<file path="config.mk">
export PLATFORM = sky130hd
export DESIGN_NAME = cdc_req_ack_src
export DESIGN_NICKNAME = d
export VERILOG_FILES = /design/src/rtl/cdc_pkg.sv /design/src/rtl/sync_bit.sv /design/src/rtl/cdc_req_ack_src.sv
export SDC_FILE = /design/constraint.sdc
export NUM_CORES = 1
export LEC_CHECK = 0
export BUFFER_PORTS_ARGS = -buffer_cell sky130_fd_sc_hd__buf_2
export CORE_MARGIN = 2
export CORE_UTILIZATION = 25
export CTS_CLUSTER_SIZE = 16
export DETAILED_ROUTE_END_ITERATION = 12
export PLACE_DENSITY_LB_ADDON = 0.3
export SLEW_MARGIN = 20
export SYNTH_ARGS = -nofsm -noshare
export SYNTH_HDL_FRONTEND = slang
export SYNTH_SLANG_ARGS = --single-unit
</file>
<file path="constraint.sdc">
create_clock -name clk_a -period 2.5 [get_ports clk_a]
set_clock_uncertainty 0.05 [all_clocks]
set_input_delay 0.5 -clock clk_a [delete_from_list [all_inputs] [get_ports clk_a]]
set_output_delay 0.5 -clock clk_a [all_outputs]
set_load 0.01 [all_outputs]
</file>
<file path="src/rtl/cdc_pkg.sv">
// Shared types and constants for the request/acknowledge clock-domain crossing.
package cdc_pkg;

  // Source-side handshake controller states.
  typedef enum logic [1:0] {
    StIdle,
    StWaitHi,
    StWaitLo,
    StRecover
  } state_t;

  // Legal depth range for the single-bit synchroniser.
  localparam int unsigned SYNC_STAGES_MIN = 2;
  localparam int unsigned SYNC_STAGES_MAX = 4;

  // Width of a timer that must hold the values 0..cycles, never narrower than one bit.
  function automatic int unsigned timer_width(input int unsigned cycles);
    int unsigned w;
    w = $clog2(cycles + 1);
    return (w < 1) ? 1 : w;
  endfunction

endpackage

</file>
<file path="src/rtl/sync_bit.sv">
// N-flop single-bit synchroniser with asynchronous active-low reset.
module sync_bit
  import cdc_pkg::*;
#(
  parameter int unsigned STAGES = 2
) (
  input  logic clk,
  input  logic reset_in,
  input  logic d,
  output logic q
);

  if (STAGES < SYNC_STAGES_MIN || STAGES > SYNC_STAGES_MAX) begin : gen_bad_stages
    $error("sync_bit: STAGES must be in the range 2..4");
  end

  logic [STAGES-1:0] chain;

  // Shift the asynchronous input through the flop chain; the first flop may go metastable.
  always_ff @(posedge clk or negedge reset_in) begin
    if (!reset_in) begin
      chain <= '0;
    end else begin
      chain <= {chain[STAGES-2:0], d};
    end
  end

  assign q = chain[STAGES-1];

endmodule

</file>
<file path="src/rtl/cdc_req_ack_src.sv">
// Source-side controller of a four-phase req/ack crossing: accepts one word per valid/ready
// handshake, holds it while req is high, and reports completion or timeout.
module cdc_req_ack_src
  import cdc_pkg::*;
#(
  parameter int unsigned DATA_WIDTH     = 8,
  parameter int unsigned SYNC_STAGES    = 2,
  parameter int unsigned TIMEOUT_CYCLES = 64
) (
  input  logic                  clk_a,
  input  logic                  reset_in,
  input  logic                  vld_in,
  input  logic [DATA_WIDTH-1:0] data_in,
  output logic                  rdy_out,
  output logic                  req_out,
  output logic [DATA_WIDTH-1:0] data_out,
  input  logic                  ack_in,
  output logic                  done_out,
  output logic                  timeout_out,
  output logic                  busy_out
);

  if (SYNC_STAGES < SYNC_STAGES_MIN || SYNC_STAGES > SYNC_STAGES_MAX) begin : gen_bad_stages
    $error("cdc_req_ack_src: SYNC_STAGES must be in the range 2..4");
  end

  localparam int unsigned TIMER_WIDTH = timer_width(TIMEOUT_CYCLES);
  localparam bit TIMEOUT_EN = (TIMEOUT_CYCLES != 0);
  // Last timer value before abort; irrelevant (and held at 0) when the timeout is disabled.
  localparam logic [TIMER_WIDTH-1:0] TIMER_LAST =
      TIMEOUT_EN ? TIMER_WIDTH'(TIMEOUT_CYCLES - 1) : '0;
  localparam logic [TIMER_WIDTH-1:0] TIMER_MAX = '1;

  state_t                 state;
  logic [TIMER_WIDTH-1:0] timer;
  logic [TIMER_WIDTH-1:0] timer_next;
  logic                   ack_s;
  logic                   expired;

  sync_bit #(
    .STAGES (SYNC_STAGES)
  ) u_ack_sync (
    .clk      (clk_a),
    .reset_in (reset_in),
    .d        (ack_in),
    .q        (ack_s)
  );

  // Saturating increment; the timer stays at 0 when the timeout is disabled.
  assign timer_next = (TIMEOUT_EN && (timer != TIMER_MAX)) ? timer + TIMER_WIDTH'(1) : timer;
  assign expired    = TIMEOUT_EN && (timer == TIMER_LAST);

  // Both decoded from registers only: no combinational path from vld_in.
  assign rdy_out  = (state == StIdle) && !ack_s;
  assign busy_out = (state != StIdle);

  // Handshake FSM with registered req, data and one-cycle status pulses.
  always_ff @(posedge clk_a or negedge reset_in) begin
    if (!reset_in) begin
      state       <= StIdle;
      timer       <= '0;
      req_out     <= 1'b0;
      data_out    <= '0;
      done_out    <= 1'b0;
      timeout_out <= 1'b0;
    end else begin
      done_out    <= 1'b0;
      timeout_out <= 1'b0;
      unique case (state)
        StIdle: begin
          // A stale ack from an aborted transfer blocks acceptance until it clears.
          if (vld_in && !ack_s) begin
            data_out <= data_in;
            req_out  <= 1'b1;
            timer    <= '0;
            state    <= StWaitHi;
          end
        end
        StWaitHi: begin
          // The exit condition takes priority over a coincident expiry.
          if (ack_s) begin
            req_out <= 1'b0;
            timer   <= '0;
            state   <= StWaitLo;
          end else if (expired) begin
            timeout_out <= 1'b1;
            req_out     <= 1'b0;
            state       <= StRecover;
          end else begin
            timer <= timer_next;
          end
        end
        StWaitLo: begin
          if (!ack_s) begin
            done_out <= 1'b1;
            state    <= StIdle;
          end else if (expired) begin
            timeout_out <= 1'b1;
            req_out     <= 1'b0;
            state       <= StRecover;
          end else begin
            timer <= timer_next;
          end
        end
        StRecover: begin
          req_out <= 1'b0;
          if (!ack_s) begin
            state <= StIdle;
          end
        end
        default: begin
          req_out <= 1'b0;
          state   <= StIdle;
        end
      endcase
    end
  end

endmodule

</file>
## Word-level counts from Yosys, hierarchy flattened

Cells that the tools add are included.

- Div/mod/pow operators: 0
- Bitwise logic cells: 0
- Magnitude comparators: 0
- Multipliers: 0
- Equal/unequal tests: 8
- Shift-type cells: 0
- Add/subtract/negate cells: 1
- Reductions and logical operators: 10
- Mux-type cells: 23

Operators with widths:

| kind | count |
|---|---|
| $mux W7 | 5 |
| $pmux W7 S3 | 1 |
| $mux W2 | 5 |
| $mux W1 | 9 |
| $pmux W2 S4 | 1 |
| $add A7 B1 Y7 const B | 1 |
| $eq A7 B6 Y1 const B | 1 |
| $ne A7 B7 Y1 const B | 1 |
| $reduce_and A2 Y1 | 3 |
| $eq A2 B2 Y1 const B | 2 |
| $ne A2 B1 Y1 const B | 2 |
| $pmux W1 S4 | 1 |
| $reduce_and A3 Y1 | 1 |
| $reduce_bool A3 Y1 | 1 |
| $eq A2 B1 Y1 const B | 1 |
| $logic_and A1 B1 Y1 | 2 |
| $logic_not A2 Y1 | 1 |
| $ne A2 B2 Y1 const B | 1 |
| $pmux W1 S2 | 1 |
| $reduce_bool A2 Y1 | 1 |
| $logic_not A1 Y1 | 1 |

- Input bits: 12
- Memory bits (writable): 0
- Output and inout port bits: 13
- ROM bits: 0
- Bits in latches: 0
- Memories kept: 0
- Logic and storage cells: 49
- Register bits: 22

## Longest topological paths before layout

- Depth in word-level cells: 5
- Gate-level depth with buffers: 7
- Depth with buffers taken out: 6

## Modules after synthesis

Synthesis repeated with hierarchy kept, for this count alone.

- Cells, all modules: 90
- Area, all modules: 1069.8 µm²

Modules (own cells, without submodules):

| module | area each (µm²) | cells an instance | seq. area each (µm²) | times used |
|---|---|---|---|---|
| cdc_req_ack_src | 1019.7 | 88 | 500.5 | 1 |
| sync_bit | 50.0 | 2 | 50.0 | 1 |

## Least setup slack after synthesis

OpenSTA, ideal clock, no wires.

- Path kind: register to register
- Start point: reg state[0]
- End point: reg data_out[0]
- Cell stages (with the launch flop): 7
- Clock period less this slack: 1759 ps
- Buffers on the path: 0
- Library setup time: 125 ps
- Arrival: 1584 ps
- Path slack: 741 ps
- Data required time: 2325 ps
- Cells stage by stage: dfrtp_1 -> inv_1 -> ha_1 -> inv_1 -> nor2_1 -> nand2_2 -> mux2_2

- Cells in the longest elaborated chain, start to end: 2

RTL lines:

| element | RTL line | RTL |
|---|---|---|
| from (decl) | cdc_req_ack_src.sv:34 | `state_t state;` |
| from (signal assigned) | cdc_req_ack_src.sv:60 | `state <= StIdle;` |
| from (signal assigned) | cdc_req_ack_src.sv:76 | `state <= StWaitHi;` |
| from (signal assigned) | cdc_req_ack_src.sv:84 | `state <= StWaitLo;` |
| $logic_not A2 Y1 | cdc_req_ack_src.sv:69 | `unique case (state)` |
| $reduce_and A2 Y1 (no source line) | - |  |
| to (signal assigned) | cdc_req_ack_src.sv:73 | `data_out <= data_in;` |
| to (decl) | cdc_req_ack_src.sv:16 | `output logic [DATA_WIDTH-1:0] data_out,` |

No other way between the ends.
A chain may end at the register's enable or synchronous reset.

## Worst setup path after layout

- Start point: reg state[0]
- End point: out rdy_out

- Cells in the longest elaborated chain, start to end: 2

RTL lines:

| element | RTL line | RTL |
|---|---|---|
| $logic_not A2 Y1 | cdc_req_ack_src.sv:54 | `assign rdy_out = (state == StIdle) && !ack_s;` |
| $logic_and A1 B1 Y1 | cdc_req_ack_src.sv:54 |  |
| to (decl) | cdc_req_ack_src.sv:14 | `output logic rdy_out,` |

No other way between the ends.

==> impl_metrics.ini <==
[global_route]
grt.total_usage_pct = 10.18
grt_max_degree = 23
grt_pass1_vias = 769
grt_overflow = 0
antenna_found_initial = 0
grt_first_pass_wirelength_um = 3546

[route]
via_count = 793
drtIter0Drc = 66
drc_errors = 0
ant_nets = 0
vias_per_cell = 4.692
wl_per_cell_um = 12.79
firstDrtPassIters = 3
finalWirelength_um = 2161

[floorplanning]
start_util_pct = 26.15
die_height_um = 68.92
row_count = 23
core_um2 = 4029
ios = 25
dieArea_um2 = 4749
die_x_um = 68.92

[clocking]
post_cts_resized = 0
cts_setup_buffers = 0
cts_made_buffers = 3
postCtsHoldBufs = 0
clkSinkCount = 22
cts-root-buf = clkbuf_8
clkLatencyLatePin_ns = 0.26
tritoncts = yes
h-tree-depth = 1
clk_pin_slew_ns = 0.08
cts.path.max_buffers = 2

[layout]
drive_gt1_share_pct = 35.29
fillCellCount = 424
ff_latch_area_um2 = 550.5
num_antenna_cells = 0
instances_no_fill = 169
multi_input_area_um2 = 484.2
fin_nets = 138
syn2layout_area_growth_pct = 24.11

[setup_path]
startpoint_type = flop
cp_common_cell = inv_1
crit_slowest_cell = dfrtp_1
crit_arrival_ns = 1.54
cp_cell_sequence = inv_1 > ha_1 > inv_1 > nor2_1 > buf_2
rrSetupSlack_ns = 0.59
cp.required_ns = 1.95
crit_type = reg -> out
critPathMaxFanout = 8
end_kind = output port
slowest_delay_ns = 0.44

[min_path]
hold_class = in -> async

[power_and_ir_drop]
powerDensity_nw_per_um2 = 1038
p_total_uw = 1358
leakagePower_uw = 0.0006510
vdd_drop_max_mv = 0.3284

[synthesis]
synth_seq_cells = 22
syn-num-nets = 109
yosysTopAreaCellShare_pct = 52.26
yosysUniqueCellTypes = 29
synthCells = 91
ys_seq_area_share_pct = 52.26
synth.top_cells.by_area = dfrtp_1 (52%), mux2_2 (9.6%), ha_1 (7.1%)
ys_warn_count = 0
syn_area_per_cell_um2 = 11.58
netlist_area_um2 = 1054
synth_top_area_cell = dfrtp_1

[job]
drv_cap = 0

[sta]
period_minus_slack_ns = 2.087
slew_violations = 0
setup_slack_ns = 0.4129
worstMarginPinSlew_ns = 0.5031
post-route-period-util_pct = 83.48
fmax_mhz = 479.1
rsz0062_at_grt = false
final.setup.tns_ns = 0
fin_hold_ws_ns = 0.1445
finalHoldViolCount = 0
setup_violations = 0
slew-limit-headroom_pct = 66.46

[placement]
dp_hpwl_um = 1627
dpl_worst_slack_ns = 0.5935
routabilityCongestion = 0.7748
dp_cells = 165
portBuffers = 24

[run_status]
status = complete, no violations
## cell usage after synthesis
cell type	n
a31o_2	2
a21boi_0	1
a21oi_1	10
o21a_1	1
a31oi_1	1
mux2_2	9
nand2_2	1
nand2b_1	1
nand3_1	1
dfrtp_1	22
o311a_1	1
nand3b_1	1
or3_1	1
and4_1	1
and2_1	2
nor2b_1	2
and3_1	3
nand4_1	1
a211oi_2	1
o21ai_0	4
and4b_1	1
a21o_1	4
inv_1	3
o31a_1	1
nand2_1	3
o21ai_1	3
buf_4	1
nor2_1	3
ha_1	6
## through the flow
stage	util, %	area (um2)
6_report	32.45	1308
5_1_grt	32.45	1308
4_1_cts	32.45	1308
3_5_place_dp	30.68	1236
3_3_place_gp	30.68	1236
2_1_floorplan	-	1054
## path summary, 6_finish.rpt
path                                           from                   to  cells after the start
min in group clk_a                           ack_in  u_ack_sync.chain[0]                      1
worst min register to register  u_ack_sync.chain[0]  u_ack_sync.chain[1]                      0
worst max-delay path                       state[0]              rdy_out                      5
worst max register to register             state[0]             timer[0]                      7
worst min-delay path                       reset_in             timer[0]                      1
max in group asynchronous                  reset_in          data_out[2]                      1
## area by class of cell
class	instances	area share, %
Sequential cell	22	42.11
Multi-Input combinational cell	65	37.03
Timing Repair Buffer	25	9.761
Tap cell	50	4.785
Clock buffer	3	3.158
Clock inverter	1	2.297
Inverter	3	0.8612
## per-layer routing
layer | share of wire (%) | track usage (%) | wire length (um) | vias up
met5 | 0 | 0 | 0 | -
met4 | 0.37 | 3.186 | 8 | 0
met3 | 3.9 | 3.409 | 85 | 2
met2 | 52 | 16.47 | 1132 | 10
met1 | 43 | 12.83 | 935 | 392
li1 | - | - | - | 389
## cells in the final DEF (no fill, tap or decap), types with 2 or more instances in the layout
master / Yosys / layout
a21o_1: 4 / 4
a21oi_1: 10 / 10
a31o_2: 2 / 2
and2_1: 2 / 2
and3_1: 3 / 3
buf_2: 0 / 24
clkbuf_8: 0 / 3
dfrtp_1: 22 / 22
ha_1: 6 / 6
inv_1: 3 / 3
mux2_2: 9 / 9
nand2_1: 3 / 3
nor2_1: 3 / 3
nor2b_1: 2 / 2
o21ai_0: 4 / 4
o21ai_1: 3 / 3
## flip-flops by register name, summed over array words and instances (netlist names)
signal	count
data_out	8
timer	7
state	2
u_ack_sync.chain	2
done_out	1
req_out	1
timeout_out	1
## power by group
group / internal (uW) / total, uW / switching [uW]
Clock: 214 / 327 / 113
Sequential: 453 / 518 / 64.9
Combinational: 246 / 513 / 267
## kinds of logic (layout without fill, tap and decap cells)
group                      Yosys count  after routing  synth area share, %
muxes                                9              9                9.620
AOI/OAI and AO/OA                   29             29                17.58
and+or+nand+nor                     21             21                11.64
buffers and inverters                4             32                1.782
adders and majority gates            6              6                7.126
DFF                                 22             22                52.26
## critical path: cells and delay by family (launching register included)
kind / cells / cell delay [ns]
flip-flops: 1 / 0.44
buffers and inverters: 3 / 0.39
adder cells (fa/ha/maj): 1 / 0.31
AND/OR/NAND/NOR: 1 / 0.15
Power figures use the tool's default switching activity.
